<file path="src/rtl/daq_capture_pkg.sv">
// Shared types and constants for the pixel capture block.
// Covers the capture FSM encoding and the tag values used in trailer and line-header words.
package daq_capture_pkg;

    typedef enum logic [2:0] {
        ST_IDLE,
        ST_ARMED,
        ST_ACTIVE,
        ST_FLUSH,
        ST_TRAILER
    } cap_state_t;

    localparam logic [15:0] TRAILER_TAG  = 16'hFEED;
    localparam logic [15:0] LINE_HDR_TAG = 16'hA5A5;
    localparam int          ENTRY_W      = 33;

    function automatic logic [31:0] tag_word(input logic [15:0] tag, input logic [15:0] val);
        return {tag, val};
    endfunction

endpackage

</file>
<file path="src/rtl/daq_sync_fifo.sv">
// Single-clock first-word-fall-through FIFO with an exposed occupancy count.
// Writes while full and reads while empty are ignored; the head reads as zero when the FIFO is empty.
module daq_sync_fifo #(
    parameter int WIDTH = 33,
    parameter int DEPTH = 16
) (
    input  logic                     clk,
    input  logic                     sys_rst_n,
    input  logic                     i_wr_en,
    input  logic [WIDTH-1:0]         i_wr_data,
    input  logic                     i_rd_en,
    output logic [WIDTH-1:0]         o_rd_data,
    output logic                     o_empty,
    output logic [$clog2(DEPTH):0]   o_count
);

    localparam int              AW       = $clog2(DEPTH);
    localparam logic [AW:0]     FULL_CNT = (AW+1)'(DEPTH);

    logic [WIDTH-1:0] r_mem [DEPTH];
    logic [AW-1:0]    r_wr_ptr;
    logic [AW-1:0]    r_rd_ptr;
    logic [AW:0]      r_count;
    logic             w_push;
    logic             w_pop;

    assign w_push = i_wr_en && (r_count != FULL_CNT);
    assign w_pop  = i_rd_en && (r_count != '0);

    always_ff @(posedge clk) begin
        if (w_push) begin
            r_mem[r_wr_ptr] <= i_wr_data;
        end
    end

    always_ff @(posedge clk or negedge sys_rst_n) begin
        if (!sys_rst_n) begin
            r_wr_ptr <= '0;
            r_rd_ptr <= '0;
            r_count  <= '0;
        end else begin
            if (w_push) r_wr_ptr <= r_wr_ptr + AW'(1);
            if (w_pop)  r_rd_ptr <= r_rd_ptr + AW'(1);
            case ({w_push, w_pop})
                2'b10:   r_count <= r_count + (AW+1)'(1);
                2'b01:   r_count <= r_count - (AW+1)'(1);
                default: r_count <= r_count;
            endcase
        end
    end

    assign o_empty   = (r_count == '0);
    assign o_count   = r_count;
    assign o_rd_data = o_empty ? '0 : r_mem[r_rd_ptr];

endmodule

</file>
<file path="src/rtl/daq_pixel_capture.sv">
// Captures a parallel pixel sensor bus into the clk domain, packs bytes into 32-bit words and queues
// them with a per-frame trailer. Define DAQ_CAPTURE_LINE_HDR_EN to emit a header word at each line start.
//
// state   | meaning
// IDLE    | after reset: let synchronizers settle, wait for fv_s low
// ARMED   | wait for frame start (fv_s rising)
// ACTIVE  | capture bytes on pixel strobes while lv_s is high
// FLUSH   | queue any partial word
// TRAILER | queue the frame trailer, advance frame_cnt
module daq_pixel_capture
    import daq_capture_pkg::*;
#(
    parameter int SYNC_STAGES = 2,
    parameter int FIFO_DEPTH  = 16
) (
    input  logic        clk,
    input  logic        sys_rst_n,
    input  logic        pix_clk,
    input  logic [7:0]  pix_data,
    input  logic        frame_valid,
    input  logic        line_valid,
    output logic [31:0] m_data,
    output logic        m_last,
    output logic        m_valid,
    input  logic        m_ready,
    output logic [15:0] frame_cnt,
    output logic        overflow,
    input  logic        clr_overflow
);

    localparam int          AW          = $clog2(FIFO_DEPTH);
    localparam logic [AW:0] FULL_CNT    = (AW+1)'(FIFO_DEPTH);
    localparam logic [2:0]  SETTLE_INIT = 3'(SYNC_STAGES);

    logic [SYNC_STAGES-1:0]      r_sync_pclk;
    logic [SYNC_STAGES-1:0]      r_sync_fv;
    logic [SYNC_STAGES-1:0]      r_sync_lv;
    logic [SYNC_STAGES-1:0][7:0] r_sync_data;
    logic                        w_pclk_s, w_fv_s, w_lv_s;
    logic [7:0]                  w_data_s;
    logic                        r_pclk_prev, r_fv_prev;
    logic                        w_strobe, w_fv_rise, w_fv_fall;
    logic [2:0]                  r_settle_cnt;

    cap_state_t  r_state, w_state_nxt;
    logic [1:0]  r_byte_idx;
    logic [31:0] r_word;
    logic [15:0] r_frame_cnt;
    logic        r_wr_en, r_wr_last;
    logic [31:0] r_wr_data;
    logic        w_capture, w_wr_set, w_wr_last, w_idx_clr, w_frame_inc;
    logic [31:0] w_wr_data;
    logic        r_overflow;
    logic        w_full, w_fifo_empty;
    logic [AW:0] w_fifo_count;
    logic [ENTRY_W-1:0] w_fifo_rd;

`ifdef DAQ_CAPTURE_LINE_HDR_EN
    logic        r_lv_prev, w_lv_rise;
    logic        r_hdr_pend, w_hdr_pend_nxt;
    logic        w_line_clr, w_line_inc;
    logic [15:0] r_line_idx;
`endif

    always_ff @(posedge clk or negedge sys_rst_n) begin
        if (!sys_rst_n) begin
            r_sync_pclk  <= '0;
            r_sync_fv    <= '0;
            r_sync_lv    <= '0;
            r_sync_data  <= '0;
            r_pclk_prev  <= 1'b0;
            r_fv_prev    <= 1'b0;
            r_settle_cnt <= SETTLE_INIT;
        end else begin
            r_sync_pclk <= {r_sync_pclk[SYNC_STAGES-2:0], pix_clk};
            r_sync_fv   <= {r_sync_fv[SYNC_STAGES-2:0], frame_valid};
            r_sync_lv   <= {r_sync_lv[SYNC_STAGES-2:0], line_valid};
            r_sync_data <= {r_sync_data[SYNC_STAGES-2:0], pix_data};
            r_pclk_prev <= w_pclk_s;
            r_fv_prev   <= w_fv_s;
            if (r_settle_cnt != 3'd0) r_settle_cnt <= r_settle_cnt - 3'd1;
        end
    end

    assign w_pclk_s  = r_sync_pclk[SYNC_STAGES-1];
    assign w_fv_s    = r_sync_fv[SYNC_STAGES-1];
    assign w_lv_s    = r_sync_lv[SYNC_STAGES-1];
    assign w_data_s  = r_sync_data[SYNC_STAGES-1];
    assign w_strobe  = w_pclk_s && !r_pclk_prev;
    assign w_fv_rise = w_fv_s && !r_fv_prev;
    assign w_fv_fall = !w_fv_s && r_fv_prev;
    assign w_full    = (w_fifo_count == FULL_CNT);

    always_ff @(posedge clk or negedge sys_rst_n) begin
        if (!sys_rst_n) r_state <= ST_IDLE;
        else            r_state <= w_state_nxt;
    end

    always_comb begin
        w_state_nxt = r_state;
        w_capture   = 1'b0;
        w_wr_set    = 1'b0;
        w_wr_data   = '0;
        w_wr_last   = 1'b0;
        w_idx_clr   = 1'b0;
        w_frame_inc = 1'b0;
`ifdef DAQ_CAPTURE_LINE_HDR_EN
        w_hdr_pend_nxt = 1'b0;
        w_line_clr     = 1'b0;
        w_line_inc     = 1'b0;
`endif
        unique case (r_state)
            // The settle count keeps a frame already in progress at reset release from looking like a fresh start.
            ST_IDLE: begin
                if (r_settle_cnt == 3'd0 && !w_fv_s) w_state_nxt = ST_ARMED;
            end
            ST_ARMED: begin
                if (w_fv_rise) begin
                    w_state_nxt = ST_ACTIVE;
`ifdef DAQ_CAPTURE_LINE_HDR_EN
                    w_line_clr  = 1'b1;
`endif
                end
            end
            ST_ACTIVE: begin
                if (w_fv_fall) begin
                    w_state_nxt = ST_FLUSH;
`ifdef DAQ_CAPTURE_LINE_HDR_EN
                end else if (r_hdr_pend) begin
                    w_wr_set   = 1'b1;
                    w_wr_data  = tag_word(LINE_HDR_TAG, r_line_idx);
                    w_line_inc = 1'b1;
                end else if (w_lv_rise) begin
                    w_wr_set = 1'b1;
                    if (r_byte_idx != 2'd0) begin
                        w_wr_data      = r_word;
                        w_idx_clr      = 1'b1;
                        w_hdr_pend_nxt = 1'b1;
                    end else begin
                        w_wr_data  = tag_word(LINE_HDR_TAG, r_line_idx);
                        w_line_inc = 1'b1;
                    end
`endif
                end else if (w_strobe && w_fv_s && w_lv_s) begin
                    w_capture = 1'b1;
                    if (r_byte_idx == 2'd3) begin
                        w_wr_set  = 1'b1;
                        w_wr_data = {w_data_s, r_word[23:0]};
                    end
                end
            end
            ST_FLUSH: begin
                w_state_nxt = ST_TRAILER;
                if (r_byte_idx != 2'd0) begin
                    w_wr_set  = 1'b1;
                    w_wr_data = r_word;
                    w_idx_clr = 1'b1;
                end
            end
            ST_TRAILER: begin
                w_state_nxt = ST_ARMED;
                w_wr_set    = 1'b1;
                w_wr_data   = tag_word(TRAILER_TAG, r_frame_cnt);
                w_wr_last   = 1'b1;
                w_frame_inc = 1'b1;
            end
            default: w_state_nxt = ST_IDLE;
        endcase
    end

    always_ff @(posedge clk or negedge sys_rst_n) begin
        if (!sys_rst_n) begin
            r_byte_idx  <= 2'd0;
            r_word      <= '0;
            r_wr_en     <= 1'b0;
            r_wr_data   <= '0;
            r_wr_last   <= 1'b0;
            r_frame_cnt <= '0;
            r_overflow  <= 1'b0;
        end else begin
            if (w_idx_clr)      r_byte_idx <= 2'd0;
            else if (w_capture) r_byte_idx <= r_byte_idx + 2'd1;
            // Lane 0 starts a fresh word so a partial flush always carries zero upper lanes.
            if (w_capture) begin
                if (r_byte_idx == 2'd0) r_word <= {24'h0, w_data_s};
                else                    r_word[{r_byte_idx, 3'b000} +: 8] <= w_data_s;
            end
            r_wr_en   <= w_wr_set;
            r_wr_data <= w_wr_data;
            r_wr_last <= w_wr_last;
            if (w_frame_inc) r_frame_cnt <= r_frame_cnt + 16'd1;
            if (r_wr_en && w_full) r_overflow <= 1'b1;
            else if (clr_overflow) r_overflow <= 1'b0;
        end
    end

`ifdef DAQ_CAPTURE_LINE_HDR_EN
    assign w_lv_rise = w_lv_s && !r_lv_prev;

    always_ff @(posedge clk or negedge sys_rst_n) begin
        if (!sys_rst_n) begin
            r_lv_prev  <= 1'b0;
            r_hdr_pend <= 1'b0;
            r_line_idx <= '0;
        end else begin
            r_lv_prev  <= w_lv_s;
            r_hdr_pend <= w_hdr_pend_nxt;
            if (w_line_clr)      r_line_idx <= '0;
            else if (w_line_inc) r_line_idx <= r_line_idx + 16'd1;
        end
    end
`endif

    daq_sync_fifo #(
        .WIDTH (ENTRY_W),
        .DEPTH (FIFO_DEPTH)
    ) u_fifo (
        .clk       (clk),
        .sys_rst_n (sys_rst_n),
        .i_wr_en   (r_wr_en),
        .i_wr_data ({r_wr_last, r_wr_data}),
        .i_rd_en   (m_ready),
        .o_rd_data (w_fifo_rd),
        .o_empty   (w_fifo_empty),
        .o_count   (w_fifo_count)
    );

    assign m_data    = w_fifo_rd[31:0];
    assign m_last    = w_fifo_rd[32];
    assign m_valid   = !w_fifo_empty;
    assign frame_cnt = r_frame_cnt;
    assign overflow  = r_overflow;

endmodule

</file>
<file path="config.mk">
export PLATFORM = sky130hd
export DESIGN_NAME = daq_pixel_capture
export DESIGN_NICKNAME = d
export VERILOG_FILES = /design/src/rtl/daq_capture_pkg.sv /design/src/rtl/daq_sync_fifo.sv /design/src/rtl/daq_pixel_capture.sv
export SDC_FILE = /design/constraint.sdc
export NUM_CORES = 1
export LEC_CHECK = 0
export BUFFER_PORTS_ARGS = -buffer_cell sky130_fd_sc_hd__buf_2
export CAP_MARGIN = 10
export CORE_ASPECT_RATIO = 1.2
export CORE_MARGIN = 2
export CORE_UTILIZATION = 45
export CTS_CLUSTER_DIAMETER = 150
export DETAILED_ROUTE_END_ITERATION = 10
export GPL_TIMING_DRIVEN = 0
export PLACE_DENSITY_LB_ADDON = 0.2
export SYNTH_ARGS = -nofsm -noshare
export SYNTH_HDL_FRONTEND = slang
export SYNTH_SLANG_ARGS = --single-unit
</file>
<file path="constraint.sdc">
create_clock -name clk -period 12.5 [get_ports clk]
set_input_delay 1.25 -clock clk [delete_from_list [all_inputs] [get_ports clk]]
set_output_delay 1.25 -clock clk [all_outputs]
set_load 0.02 [all_outputs]
</file>
After elaboration in Yosys (flattened, before gate mapping)
Memories as Yosys holds them, arrays and structs flattened.
Index checks and enable logic that the tools add are counted.
{"block": "op_classes", "reduce_logical": 24, "n_shift": 2, "mux": 29, "n_addsub": 8, "n_eq_ne": 12}
{"operator": "32-bit 2-to-1 mux", "count": 5}
{"operator": "32-bit one-hot mux with 3 select lines", "count": 1}
{"operator": "33-bit 2-to-1 mux", "count": 1}
{"operator": "32-bit bitwise mux", "count": 1}
{"operator": "8-bit by 7-bit variable shift with 32-bit output, first input constant", "count": 1}
{"operator": "8-bit by 7-bit indexed part select with 32-bit output", "count": 1}
{"operator": "16-bit by 1-bit adder with 16-bit output, second input constant", "count": 1}
{"operator": "3-bit one-hot mux with 5 select lines", "count": 1}
{"operator": "1-bit 2-to-1 mux", "count": 13}
{"operator": "5-bit one-hot mux with 2 select lines", "count": 1}
{"operator": "1-bit logical AND", "count": 9}
{"operator": "3-bit 2-to-1 mux", "count": 3}
{"operator": "4-bit by 1-bit adder with 4-bit output, second input constant", "count": 2}
{"operator": "2-bit nonzero test", "count": 4}
{"operator": "5-bit negation with 7-bit output", "count": 1}
{"operator": "3-bit by 2-bit equality test with 1-bit output, second input constant", "count": 2}
{"operator": "3-bit logical NOT", "count": 2}
{"operator": "2-bit != test, second input constant", "count": 3}
{"operator": "5-bit by 1-bit adder with 5-bit output, second input constant", "count": 1}
{"operator": "5-bit equality test, second input constant", "count": 1}
{"operator": "5-bit logical NOT", "count": 1}
{"operator": "5-bit != test, second input constant", "count": 1}
{"operator": "5-bit nonzero test", "count": 1}
{"operator": "5-bit by 1-bit subtractor with 5-bit output, second input constant", "count": 1}
{"operator": "12 further kinds", "count": 17}
{"block": "totals", "in_bits": 15, "ramBits": 528, "register_bits": 128, "n_memories": 1}
{"memory": "u_fifo.r_mem", "depth": 16, "width": 33, "read_ports": 1, "rd_ports_with_merged_regs": 0, "wr": 1, "line": "daq_sync_fifo.sv:20", "text": "logic [WIDTH-1:0] r_mem [DEPTH];"}

Logic depth before layout (Yosys ltp)
Gate-level depths: netlist of the first run.
{"block": "depth", "depth_word": 9, "depth_mapped": 13}

Modules after synthesis
From an unflattened synthesis of the first run, not the netlist that was laid out.
{"block": "hier_totals", "hier_cells": 1237, "area_unflattened_um2": 25211.7}
{"mod": "daq_sync_fifo", "n_inst": 1, "area_per_inst_um2": 20896.3, "seq_area_each_um2": 16180.5, "cells_per_inst": 900}
{"mod": "daq_pixel_capture", "n_inst": 1, "area_per_inst_um2": 4315.4, "seq_area_each_um2": 2879.0, "cells_per_inst": 337}

Worst setup path after synthesis of the first run
OpenSTA, ideal clock, no wires.
{"block": "synth_timing", "path_kind": "flip-flop to flip-flop", "start": "reg u_fifo.r_count[2], in the netlist u_fifo.o_count[2]", "end": "mem u_fifo.r_mem[3][0], enable pin", "slack_ps": 8452, "t_required_ps": 12036, "stages_incl_launch_ff": 6, "t_arrival_ps": 3584, "cell_sequence": "dfrtp_1 > clkbuf_1 > nor4_1 > a21boi_1 > nand2_1 > nor3_1"}
{"block": "synth_between", "elab_chain_cells": 4}
{"element": "start, declared", "line": "daq_sync_fifo.sv:23", "text": "logic [AW:0] r_count;"}
{"element": "start signal, assigned", "line": "daq_sync_fifo.sv:45", "text": "2'b10: r_count <= r_count + (AW+1)'(1);"}
{"element": "start signal, assigned", "line": "daq_sync_fifo.sv:46", "text": "2'b01: r_count <= r_count - (AW+1)'(1);"}
{"element": "start signal, assigned", "line": "daq_sync_fifo.sv:47", "text": "default: r_count <= r_count;"}
{"element": "5-bit != test", "line": "daq_sync_fifo.sv:27", "text": "assign w_push = i_wr_en && (r_count != FULL_CNT);"}
{"element": "1-bit logical AND", "line": "daq_sync_fifo.sv:27"}
{"element": "1-bit 2-to-1 mux", "line": "daq_sync_fifo.sv:31", "text": "if (w_push) begin"}
{"element": "1-bit 2-to-1 mux (implied by the code)", "line": "daq_sync_fifo.sv:32", "text": "r_mem[r_wr_ptr] <= i_wr_data;"}
{"element": "end, declared", "line": "daq_sync_fifo.sv:20"}
No other way between the ends.

Worst setup path in the final report of the first run
{"block": "layout_timing", "start": "reg u_fifo.r_count[2], in the netlist u_fifo.o_count[2]", "end": "out m_data[29]"}
{"block": "layout_between", "elab_chain_cells": 2}
{"element": "5-bit logical NOT", "line": "daq_sync_fifo.sv:52", "text": "assign o_empty = (r_count == '0);"}
{"element": "33-bit 2-to-1 mux", "line": "daq_sync_fifo.sv:54", "text": "assign o_rd_data = o_empty ? '0 : r_mem[r_rd_ptr];"}
{"element": "end, declared", "line": "daq_pixel_capture.sv:22", "text": "output logic [31:0] m_data,"}
No other way between the ends.

==> flow_metrics.py, run 1 <==
metrics = {
    "setup_path": {
        "crit_type": "reg2out",
        "critPathLaunchType": "flip-flop",
        "path_max_fanout": 10,
        "worstSetupEndpointType": "output pin",
        "arrival_ns": 3.28,
        "crit_required_ns": 11.25,
    },
    "yosys": {
        "synth_top_cells_by_count": "edfxtp_1 (528), mux4_2 (130), dfrtp_1 (127), mux2i_1 (53), nand2_1 (48)",
        "netlist_instances": 1295,
        "ys_ff_latch": 656,
        "synth.net_count": 1327,
        "syn_area_mm2": 0.0254,
        "synth.most_common_cell": "edfxtp_1",
        "ys_types": 55,
        "synth-seq-area-share": 0.751,
        "ys.flop_type": "edfxtp_1",
        "synth_edf_count": 528,
        "yosys.area.top_type": "edfxtp_1",
        "synth_area_leaders": "edfxtp_1 (62%), dfrtp_1 (13%), mux4_2 (12%)",
        "ys.warnings.count": 0,
        "synth_top_area_frac": 0.625,
        "synthArstFlopShare": 0.195,
        "syn_avg_cell_area_um2": 19.6,
    },
    "finish": {
        "area_delta_synth_final_pct": 15.4,
        "post-route-util": 0.524,
        "fill_cells": 4447,
        "drive_gt1_frac": 0.270,
        "fin_nets": 1486,
        "diodes": 0,
    },
    "global_routing": {
        "grt_pass1_wl_mm": 81.8,
        "antenna_found_initial": 1,
        "gr-total-overflow": 0,
        "grtUsageTotal": 0.193,
        "grt_pass1_vias": 13100,
        "grt_max_degree": 72,
    },
    "die": {
        "core-area_mm2": 0.0559,
        "num_rows": 95,
        "dieArea_mm2": 0.0583,
        "initial_utilization": 0.454,
        "ios": 66,
        "fp.dieW_um": 221,
        "die_h_um": 264,
    },
    "pwr": {
        "pwr_density_cell_mw_per_mm2": 205,
        "vdd_drop_max_mv": 0.126,
        "p_leak_nw": 10.2,
    },
    "clocking": {
        "cts_resized": 0,
        "cts_tree": "done",
        "post_cts_buffers": 0,
        "postCtsHoldBufs": 0,
        "root_buffer": "clkbuf_16",
        "cts.sink_count": 656,
        "clock_latency_ns": 0.59,
        "cts_buffers": 66,
        "cts.path.max_buffers": 3,
        "clk_pin_slew_worst_paths_ns": 0.06,
        "htreeDepth": 3,
    },
    "route": {
        "drc": 0,
        "via_per_inst": 5.58,
        "drt_iter0_drc": 927,
        "drt-pass1-iter-count": 4,
        "vias": 12400,
        "antenna_left": 0,
        "wl_per_cell_um": 24.5,
        "wl_mm": 54.6,
    },
    "flow_run": {
        "drv_cap": 0,
    },
    "timing": {
        "fin_worst_skew_ns": 0.0189,
        "finalMaxSlewViolations": 0,
        "setup_tns_ns": 0,
        "finalSetupViolCount": 0,
        "hold_violations": 0,
        "min_period_ns": 4.53,
        "min_period_over_period": 0.362,
        "rsz0062_at_grt": "false",
        "max_slew_margin": 0.214,
        "max_freq_mhz": 221,
        "worst_slew_pin_slew_ns": 1.18,
    },
    "place": {
        "globalplace.congestion": 0.800,
        "hpwl_mm": 36.0,
        "port-buffer-count": 65,
    },
    "worst_hold_path": {
        "hp-class": "reg2reg",
    },
    "outcome": {
        "status": "finished, final reports clean",
    },
}
==> sequential cells by signal, indices dropped and copies added (netlist names), 2 cells and up <==
| register | cells |
|---|---|
| frame_cnt | 16 |
| r_byte_idx | 2 |
| r_settle_cnt | 3 |
| r_state | 3 |
| r_sync_data | 8 |
| r_sync_fv | 2 |
| r_sync_lv | 2 |
| r_sync_pclk | 2 |
| r_word | 32 |
| r_wr_data | 32 |
| u_fifo.o_count | 5 |
| u_fifo.r_mem | 528 |
| u_fifo.r_rd_ptr | 4 |
| u_fifo.r_wr_ptr | 4 |
| w_data_s | 8 |
==> logic make-up after synthesis <==
group           after synthesis  share of synthesized area
simple gates                139                     0.0275
mux                         219                      0.152
fa+ha+maj                    17                    0.00838
flops                       656                      0.751
compound gates              130                     0.0316
xor+xnor                     28                    0.00967
buf+inv                     106                     0.0194
==> placed cells by master (no fill, tap or decap), types with 5 or more instances in the layout <==
cell,Yosys,final
a21o_1,6,6
a21oi_1,35,35
a221o_1,7,7
a22o_1,17,17
buf_1,10,10
buf_12,0,10
buf_2,28,92
buf_4,4,5
buf_6,3,15
bufinv_16,0,5
clkbuf_1,22,39
clkbuf_16,0,70
clkinv_1,0,9
clkinv_2,0,6
clkinvlp_4,0,5
dfrtp_1,127,127
edfxtp_1,528,528
ha_1,17,17
inv_1,37,37
mux2_2,36,36
mux2i_1,53,53
mux4_2,130,130
nand2_1,48,48
nand2b_1,5,5
nand3_1,19,19
nor2_1,26,14
nor2_4,0,12
o21ai_0,43,43
o21ai_1,8,8
xnor2_1,19,19
xor2_1,9,9
==> stage by stage <==
step                      hold slack (ns)  cell area, um2  total power [W]  cells  worst slack (ns)
final                               0.341           29300          0.00599   2230              7.97
after floorplan                     0.331           25400          0.00362   1295              8.45
after CTS                           0.341           29300          0.00607   2230              7.93
after detailed placement            0.336           27200          0.00413   2113              8.56
after global routing                0.354           29300          0.00624   2230              7.77
after global placement              0.332           26600          0.00409   2087              5.67
==> report_power, final <==
part / switching, W / internal (W) / total, W / leakage [nW]
Sequential: 0.0000905 / 0.00247 / 0.00256 / 6.53
Combinational: 0.000873 / 0.000617 / 0.00149 / 2.62
Clock: 0.000798 / 0.00114 / 0.00194 / 1.02
==> critical path, stage by stage (launching register included) <==
cell	delay [ns]
dfrtp_1	0.32
clkbuf_1	0.27
nor4_1	0.13
nand2b_1	0.12
clkbuf_1	0.47
clkbuf_1	0.61
o21ai_0	0.24
a21oi_1	0.31
buf_2	0.23
==> worst paths after layout <==
| path | end | depth (start not counted) | start | slack [ns] |
|---|---|---|---|---|
| setup / recovery | m_data[29] | 8 | u_fifo.o_count[2]$_DFFE_PN0P_ | 7.97 |
| setup reg to reg | u_fifo.o_count[4]$_DFFE_PN0P_ | 12 | u_fifo.o_count[1]$_DFFE_PN0P_ | 9.03 |
| max in group asynchronous | r_wr_data[6]$_DFF_PN0_ | 2 | sys_rst_n | 11.12 |
| hold reg to reg | w_data_s[1]$_DFF_PN0_ | 0 | r_sync_data[1]$_DFF_PN0_ | 0.34 |
| hold / removal | w_data_s[1]$_DFF_PN0_ | 0 | r_sync_data[1]$_DFF_PN0_ | 0.34 |
| min in group asynchronous | r_sync_data[0]$_DFF_PN0_ | 1 | sys_rst_n | 0.62 |
==> cell type report <==
| class | instances | area (um2) | share of cell area |
|---|---|---|---|
| Tap cell | 727 | 910 | 0.0311 |
| Clock buffer | 89 | 1840 | 0.0630 |
| Buffer | 69 | 354 | 0.0121 |
| Inverter | 37 | 139 | 0.00474 |
| Multi-Input combinational cell | 533 | 5930 | 0.203 |
| Sequential cell | 656 | 19100 | 0.651 |
| Timing Repair Buffer | 91 | 761 | 0.0260 |
| Clock inverter | 28 | 274 | 0.00936 |
==> per-layer routing <==
| layer | part of all wire | wire, um | GRT usage | up-vias |
|---|---|---|---|---|
| li1 | - | - | - | 5458 |
| met2 | 0.52 | 28600 | 0.334 | 305 |
| met1 | 0.41 | 22200 | 0.251 | 6587 |
| met3 | 0.048 | 2610 | 0.0322 | 82 |
| met4 | 0.021 | 1160 | 0.0598 | 2 |
| met5 | 0.00022 | 12 | 0 | - |
Note: power is estimated with default switching activity, not from simulation.
==> run 2: changes to the inputs <==
--- a/config.mk
+++ b/config.mk
@@ -5,6 +5,7 @@
 export SDC_FILE = /design/constraint.sdc
 export NUM_CORES = 1
 export LEC_CHECK = 0
+export ABC_AREA = 1
 export BUFFER_PORTS_ARGS = -buffer_cell sky130_fd_sc_hd__buf_2
 export CAP_MARGIN = 10
 export CORE_ASPECT_RATIO = 1.2
==> constraint.sdc (replaced) <==
create_clock -name clk -period 4.15 [get_ports clk]
set_input_delay 0.415 -clock clk [delete_from_list [all_inputs] [get_ports clk]]
set_output_delay 0.415 -clock clk [all_outputs]
set_load 0.02 [all_outputs]
==> flow_metrics.py, run 2 <==
metrics = {
    "outcome": {
        "status": "finished, final reports clean",
    },
    "setup_path": {
        "crit_type": "reg2out",
        "max_stage_delay_ns": 0.73,
        "arrival_ns": 3.16,
        "crit_family": "simple AND/OR/NAND/NOR gates",
        "critPathBufInv": 2,
        "critPathLaunchType": "flip-flop",
        "path_max_fanout": 10,
        "crit_required_ns": 3.73,
        "cpMaxStageDelayCell": "nor2_2",
        "path_cells": "nor2_1 -> nand3_1 -> nor2_2 -> clkbuf_1 -> a21oi_1 -> buf_2",
        "worstSetupEndpointType": "output pin",
    },
    "clocking": {
        "clock_latency_ns": 0.63,
        "clk_pin_slew_worst_paths_ns": 0.07,
        "root_buffer": "clkbuf_16",
        "cts_tree": "done",
        "cts_buffers": 61,
        "cts.sink_count": 656,
        "postCtsHoldBufs": 13,
        "cts_resized": 0,
        "post_cts_buffers": 0,
        "htreeDepth": 2,
        "cts.path.max_buffers": 3,
    },
    "pwr": {
        "p_leak_nw": 12.0,
        "pwr-share-comb": 0.363,
        "power_switching_w": 0.00818,
        "vdd_drop_max_mv": 0.397,
        "pwr-share-clk": 0.261,
        "p_total_w": 0.0210,
        "switching_share": 0.389,
        "intPower_w": 0.0128,
        "pwr_density_cell_mw_per_mm2": 683,
        "seq_power_share": 0.375,
    },
    "finish": {
        "largest_register_ff_count": 528,
        "top_register": "u_fifo.r_mem",
        "mostFrequentLayoutCells": "nand2_1 (769), edfxtp_1 (528), nand3_1 (431), dfrtp_1 (127), buf_2 (125)",
        "multi_input_area_mm2": 0.00666,
        "drive_gt1_frac": 0.129,
        "reg.largest.list": "u_fifo.r_mem x528, r_word x32, r_wr_data x32",
        "final_common_cell": "nand2_1",
        "regArea_mm2": 0.0191,
        "diodes": 0,
        "area_delta_synth_final_pct": 15.1,
        "fill_cells": 4961,
        "fin_nets": 2496,
    },
    "timing": {
        "fin_worst_skew_ns": 0.0147,
        "max_freq_mhz": 280,
        "worst_slack_ns": 0.578,
        "max_slew_margin": 0.179,
        "min_period_ns": 3.57,
        "rsz0062_at_grt": "false",
        "finalMaxSlewViolations": 0,
        "worst_slew_pin_slew_ns": 1.23,
        "hold_violations": 0,
        "min_period_over_period": 0.861,
        "finalSetupViolCount": 0,
    },
    "route": {
        "wl_per_cell_um": 22.7,
        "vias": 18000,
        "wl_mm": 75.2,
        "via_per_inst": 5.44,
        "antenna_left": 0,
        "drc": 0,
        "drt-pass1-iter-count": 5,
        "drt_iter0_drc": 1771,
    },
    "die": {
        "dieArea_mm2": 0.0614,
        "core-area_mm2": 0.0586,
        "die_h_um": 271,
        "fp.dieW_um": 227,
        "initial_utilization": 0.456,
        "num_rows": 97,
        "ios": 66,
    },
    "place": {
        "hpwl_mm": 50.4,
        "globalplace.congestion": 0.863,
        "place_ws_ns": 0.922,
        "port-buffer-count": 65,
    },
    "yosys": {
        "synth_area_leaders": "edfxtp_1 (59%), dfrtp_1 (12%), nand2_1 (11%)",
        "yosys.area.top_type": "edfxtp_1",
        "synth_top_cells_by_count": "nand2_1 (769), edfxtp_1 (528), nand3_1 (431), dfrtp_1 (127), inv_1 (76)",
        "synthMuxAreaShare": 0,
        "syn_area_mm2": 0.0267,
        "netlist_instances": 2295,
        "ys.warnings.count": 0,
        "synth-seq-area-share": 0.713,
        "synth_xor_xnor_area_share": 0.00688,
        "synth.net_count": 2327,
        "synth.most_common_cell": "nand2_1",
        "yosys.area_share.adder": 0.00796,
        "synth-simple-area-share": 0.204,
        "ys.flop_type": "edfxtp_1",
        "ys_ff_latch": 656,
        "syn_avg_cell_area_um2": 11.6,
        "synthArstFlopShare": 0.195,
        "synth_top_area_frac": 0.593,
        "synth_edf_count": 528,
        "synth_compound_gate_area_share": 0.0262,
        "synth_top_family_by_area": "simple AND/OR/NAND/NOR gates",
        "ys_types": 42,
    },
    "global_routing": {
        "grt_max_degree": 81,
        "gr-total-overflow": 0,
        "antenna_found_initial": 0,
        "grtUsageTotal": 0.246,
        "grt_pass1_vias": 17700,
        "grt_pass1_wl_mm": 111,
    },
    "flow_run": {
        "drv_cap": 0,
    },
    "worst_hold_path": {
        "hp-class": "in2reg",
    },
}
-- run 2: changes by cell type after synthesis, moves of 10 or more --
| cell | previous run | this run |
|---|---|---|
| nand2_1 | 48 | 769 |
| nand3_1 | 19 | 431 |
| mux4_2 | 130 | 0 |
| mux2i_1 | 53 | 0 |
| inv_1 | 37 | 76 |
| mux2_2 | 36 | 0 |
| buf_2 | 28 | 61 |
| buf_6 | 3 | 27 |
| nor2_1 | 26 | 44 |
| a22o_1 | 17 | 0 |
| xnor2_1 | 19 | 3 |
| o22ai_1 | 1 | 11 |
| o31ai_1 | 2 | 12 |
-- run 2: area by class of cell --
type                       instances  share of cell area
clock inverter                    22             0.00521
tap                              792              0.0322
clock buffer                      94              0.0579
inverter                          83              0.0104
sequential                       656               0.620
buffer                           126              0.0264
timing repair buffer             106              0.0320
multi-input combinational       1430               0.216
-- run 2: path summary, 6_finish.rpt --
kind                       cells past startpoint                        endpoint                           from  slack (ns)
max                                            6                      m_data[31]  u_fifo.o_count[0]$_DFFE_PN0P_        0.58
min                                            3  u_fifo.r_rd_ptr[0]$_DFFE_PN0P_                        m_ready        0.20
max reg2reg                                   14   u_fifo.o_count[4]$_DFFE_PN0P_  u_fifo.o_count[0]$_DFFE_PN0P_        0.87
min reg2reg                                    0           w_data_s[1]$_DFF_PN0_       r_sync_data[1]$_DFF_PN0_        0.35
max in group asynchronous                      3     r_settle_cnt[1]$_DFFE_PN1P_                      sys_rst_n        3.05
min in group asynchronous                      2        r_sync_data[3]$_DFF_PN0_                      sys_rst_n        0.30
-- run 2: metal layers --
metal | up-vias | routed length (um) | GRT usage
met5 | - | 0 | 0
met4 | 0 | 2890 | 0.0959
met3 | 174 | 4650 | 0.0320
met2 | 678 | 38000 | 0.428
met1 | 8885 | 29600 | 0.312
li1 | 8258 | - | -
-- run 2: power by group through the flow --
stage | sequential [W] | clock [W] | combinational, W
after floorplan | 0.00791 | 0 | 0.00479
after global placement | 0.00801 | 0 | 0.00740
after detailed placement | 0.00802 | 0 | 0.00761
after CTS | 0.00788 | 0.00554 | 0.00764
after global routing | 0.00793 | 0.00579 | 0.00828
final | 0.00789 | 0.00549 | 0.00764
-- run 2: cells by family (layout without fill, tap and decap cells) --
logic type	count (synthesis)	in the layout
adder cells (fa/ha/maj)	17	17
AND/OR/NAND/NOR	1270	1270
AO/OA/AOI/OAI	122	122
XOR/XNOR	21	21
buffers and inverters	209	431
flip-flops	656	656
-- run 2: stage by stage --
step | util | cells | hold WS, ns | area [um2] | setup TNS, ns
2_1_floorplan | - | 2295 | 0.119 | 26700 | 0
3_3_place_gp | 0.479 | 3152 | 0.331 | 28100 | -416.10
3_5_place_dp | 0.489 | 3180 | 0.336 | 28700 | 0
4_1_cts | 0.525 | 3309 | 0.163 | 30800 | 0
5_1_grt | 0.525 | 3309 | 0.223 | 30800 | 0
6_report | 0.525 | 3309 | 0.203 | 30800 | 0
-- run 2: worst min-delay path, cell delays in order --
cell and delay (ns):
buf_2 0.09, nand2_1 0.14, xor2_1 0.12
==> run 3: changes to the inputs <==
==> constraint.sdc (replaced) <==
create_clock -name clk -period 3.5 [get_ports clk]
set_input_delay 0.35 -clock clk [delete_from_list [all_inputs] [get_ports clk]]
set_output_delay 0.35 -clock clk [all_outputs]
set_load 0.02 [all_outputs]
==> flow_metrics.py, run 3 (synthesized netlist as in run 2, its figures left out) <==
metrics = {
    "setup_path": {
        "cp-startpoint": "u_fifo.r_rd_ptr[3]$_DFFE_PN0P_",
        "crit_required_ns": 3.15,
        "max_stage_delay_ns": 0.94,
        "critPathLaunchType": "flip-flop",
        "arrival_ns": 3.10,
        "path_max_fanout": 10,
        "crit_family": "buffers and inverters",
        "path_cells": "buf_2 -> clkinv_1 -> clkbuf_1 -> nand2_1 -> a21oi_1 -> buf_2",
        "critPathBufInv": 4,
        "cpMaxStageDelayCell": "clkbuf_1",
        "crit_type": "reg2out",
        "cpMostUsedCell": "buf_2",
        "rr_startpoint": "u_fifo.o_count[0]$_DFFE_PN0P_",
        "worstSetupEndpointType": "output pin",
    },
    "pwr": {
        "pwr_density_cell_mw_per_mm2": 810,
        "p_leak_nw": 12.0,
        "vdd_drop_max_mv": 0.471,
    },
    "timing": {
        "finalMaxSlewViolations": 0,
        "max_freq_mhz": 290,
        "worst_slew_pin_slew_ns": 1.22,
        "max_slew_margin": 0.184,
        "setup_tns_ns": 0,
        "min_period_over_period": 0.986,
        "hold_violations": 0,
        "min_period_ns": 3.45,
        "rsz0062_at_grt": "false",
        "finalSetupViolCount": 0,
        "hold_slack_ns": 0.139,
        "fin_worst_skew_ns": 0.0160,
    },
    "clocking": {
        "cts.path.max_buffers": 3,
        "cts_buffers": 61,
        "post_cts_buffers": 0,
        "cts.sink_count": 656,
        "clock_latency_ns": 0.63,
        "root_buffer": "clkbuf_16",
        "cts_tree": "done",
        "clk_pin_slew_worst_paths_ns": 0.07,
        "htreeDepth": 2,
    },
    "finish": {
        "fin_nets": 2496,
        "instances_no_fill": 3309,
        "mostFrequentLayoutCells": "nand2_1 (769), edfxtp_1 (528), nand3_1 (431), dfrtp_1 (127), buf_2 (125)",
        "reg.largest.list": "u_fifo.r_mem x528, r_word x32, r_wr_data x32",
        "fill_cells": 4961,
        "top_register": "u_fifo.r_mem",
        "largest_register_ff_count": 528,
        "diodes": 0,
        "regArea_mm2": 0.0191,
        "drive_gt1_frac": 0.129,
        "final_common_cell": "nand2_1",
        "multi_input_area_mm2": 0.00666,
        "area_delta_synth_final_pct": 15.1,
    },
    "global_routing": {
        "antenna_found_initial": 0,
        "grt_pass1_wl_mm": 111,
        "grtUsageTotal": 0.246,
        "gr-total-overflow": 0,
        "grt_pass1_vias": 17700,
        "grt_max_degree": 81,
    },
    "route": {
        "vias": 18000,
        "via_per_inst": 5.44,
        "wl_mm": 75.2,
        "wl_per_cell_um": 22.7,
        "drc": 0,
        "drt-pass1-iter-count": 5,
        "antenna_left": 0,
        "drt_iter0_drc": 1741,
    },
    "die": {
        "die_h_um": 271,
        "num_rows": 97,
        "initial_utilization": 0.456,
        "ios": 66,
        "fp.dieW_um": 227,
        "core-area_mm2": 0.0586,
        "dieArea_mm2": 0.0614,
    },
    "worst_hold_path": {
        "hp-class": "in2reg",
        "hold_start": "m_ready",
    },
    "place": {
        "globalplace.congestion": 0.863,
        "dpl.cell_count": 3180,
        "port-buffer-count": 65,
        "hpwl_mm": 50.4,
    },
    "flow_run": {
        "drv_cap": 0,
    },
    "outcome": {
        "status": "finished, final reports clean",
    },
}
[run 3: cell count changes in the layout (fill, tap and decap cells not counted)]
| cell | before | now |
|---|---|---|
| nor2_4 | 14 | 15 |
| nor2_2 | 3 | 2 |
[run 3: path summary, 6_finish.rpt]
check	endpoint	slack, ns	depth (start not counted)
min reg2reg	w_data_s[1]$_DFF_PN0_	0.35	0
max in group asynchronous	r_settle_cnt[1]$_DFFE_PN1P_	2.46	3
max reg2reg	u_fifo.o_count[4]$_DFFE_PN0P_	0.38	13
min	u_fifo.r_rd_ptr[0]$_DFFE_PN0P_	0.14	3
max	m_data[0]	0.05	6
min in group asynchronous	r_sync_data[3]$_DFF_PN0_	0.24	2
[run 3: metrics by stage]
stage	total power [W]	setup WS [ns]	utilization	cell area, um2
5_1_grt	0.0261	0.0542	0.525	30800
6_report	0.0249	0.0502	0.525	30800
4_1_cts	0.0250	0.0297	0.525	30800
3_3_place_gp	0.0183	-3.30	0.479	28100
3_5_place_dp	0.0185	0.272	0.489	28700
2_1_floorplan	0.0151	-0.0116	-	26700
[run 3: report_power, final]
group / total (W) / internal, W / leakage, nW / switching, W
registers: 0.00936 / 0.00895 / 6.47 / 0.000404
clock network: 0.00651 / 0.00364 / 0.952 / 0.00287
logic: 0.00907 / 0.00263 / 4.58 / 0.00643
[run 3: worst reg2reg max path: cells and delay by family (launching register included)]
family | cells | cell delay (ns)
fa+ha+maj | 2 | 0.58
compound gates | 1 | 0.12
buf+inv | 1 | 0.53
simple gates | 8 | 1.13
flops | 1 | 0.43
xor+xnor | 1 | 0.22
[run 3: what timing repair did]
action	in CTS	in global routing
resized for setup	0	1
hold buffers	13	0
hold endpoints to repair	60	0
endpoints found under the setup margin	0	10
[run 3: metal layers]
layer / wire length [um] / GRT usage
met1: 29700 / 0.312
met2: 38000 / 0.428
met3: 4600 / 0.0320
met4: 2920 / 0.0959
met5: 0 / 0
[run 3: cell type report]
| cell class | instances | area share |
|---|---|---|
| buffer | 126 | 0.0264 |
| clock buffer | 94 | 0.0579 |
| clock inverter | 22 | 0.00520 |
| inverter | 83 | 0.0104 |
| multi-input combinational | 1430 | 0.216 |
| sequential | 656 | 0.619 |
| tap | 792 | 0.0322 |
| timing repair buffer | 106 | 0.0320 |
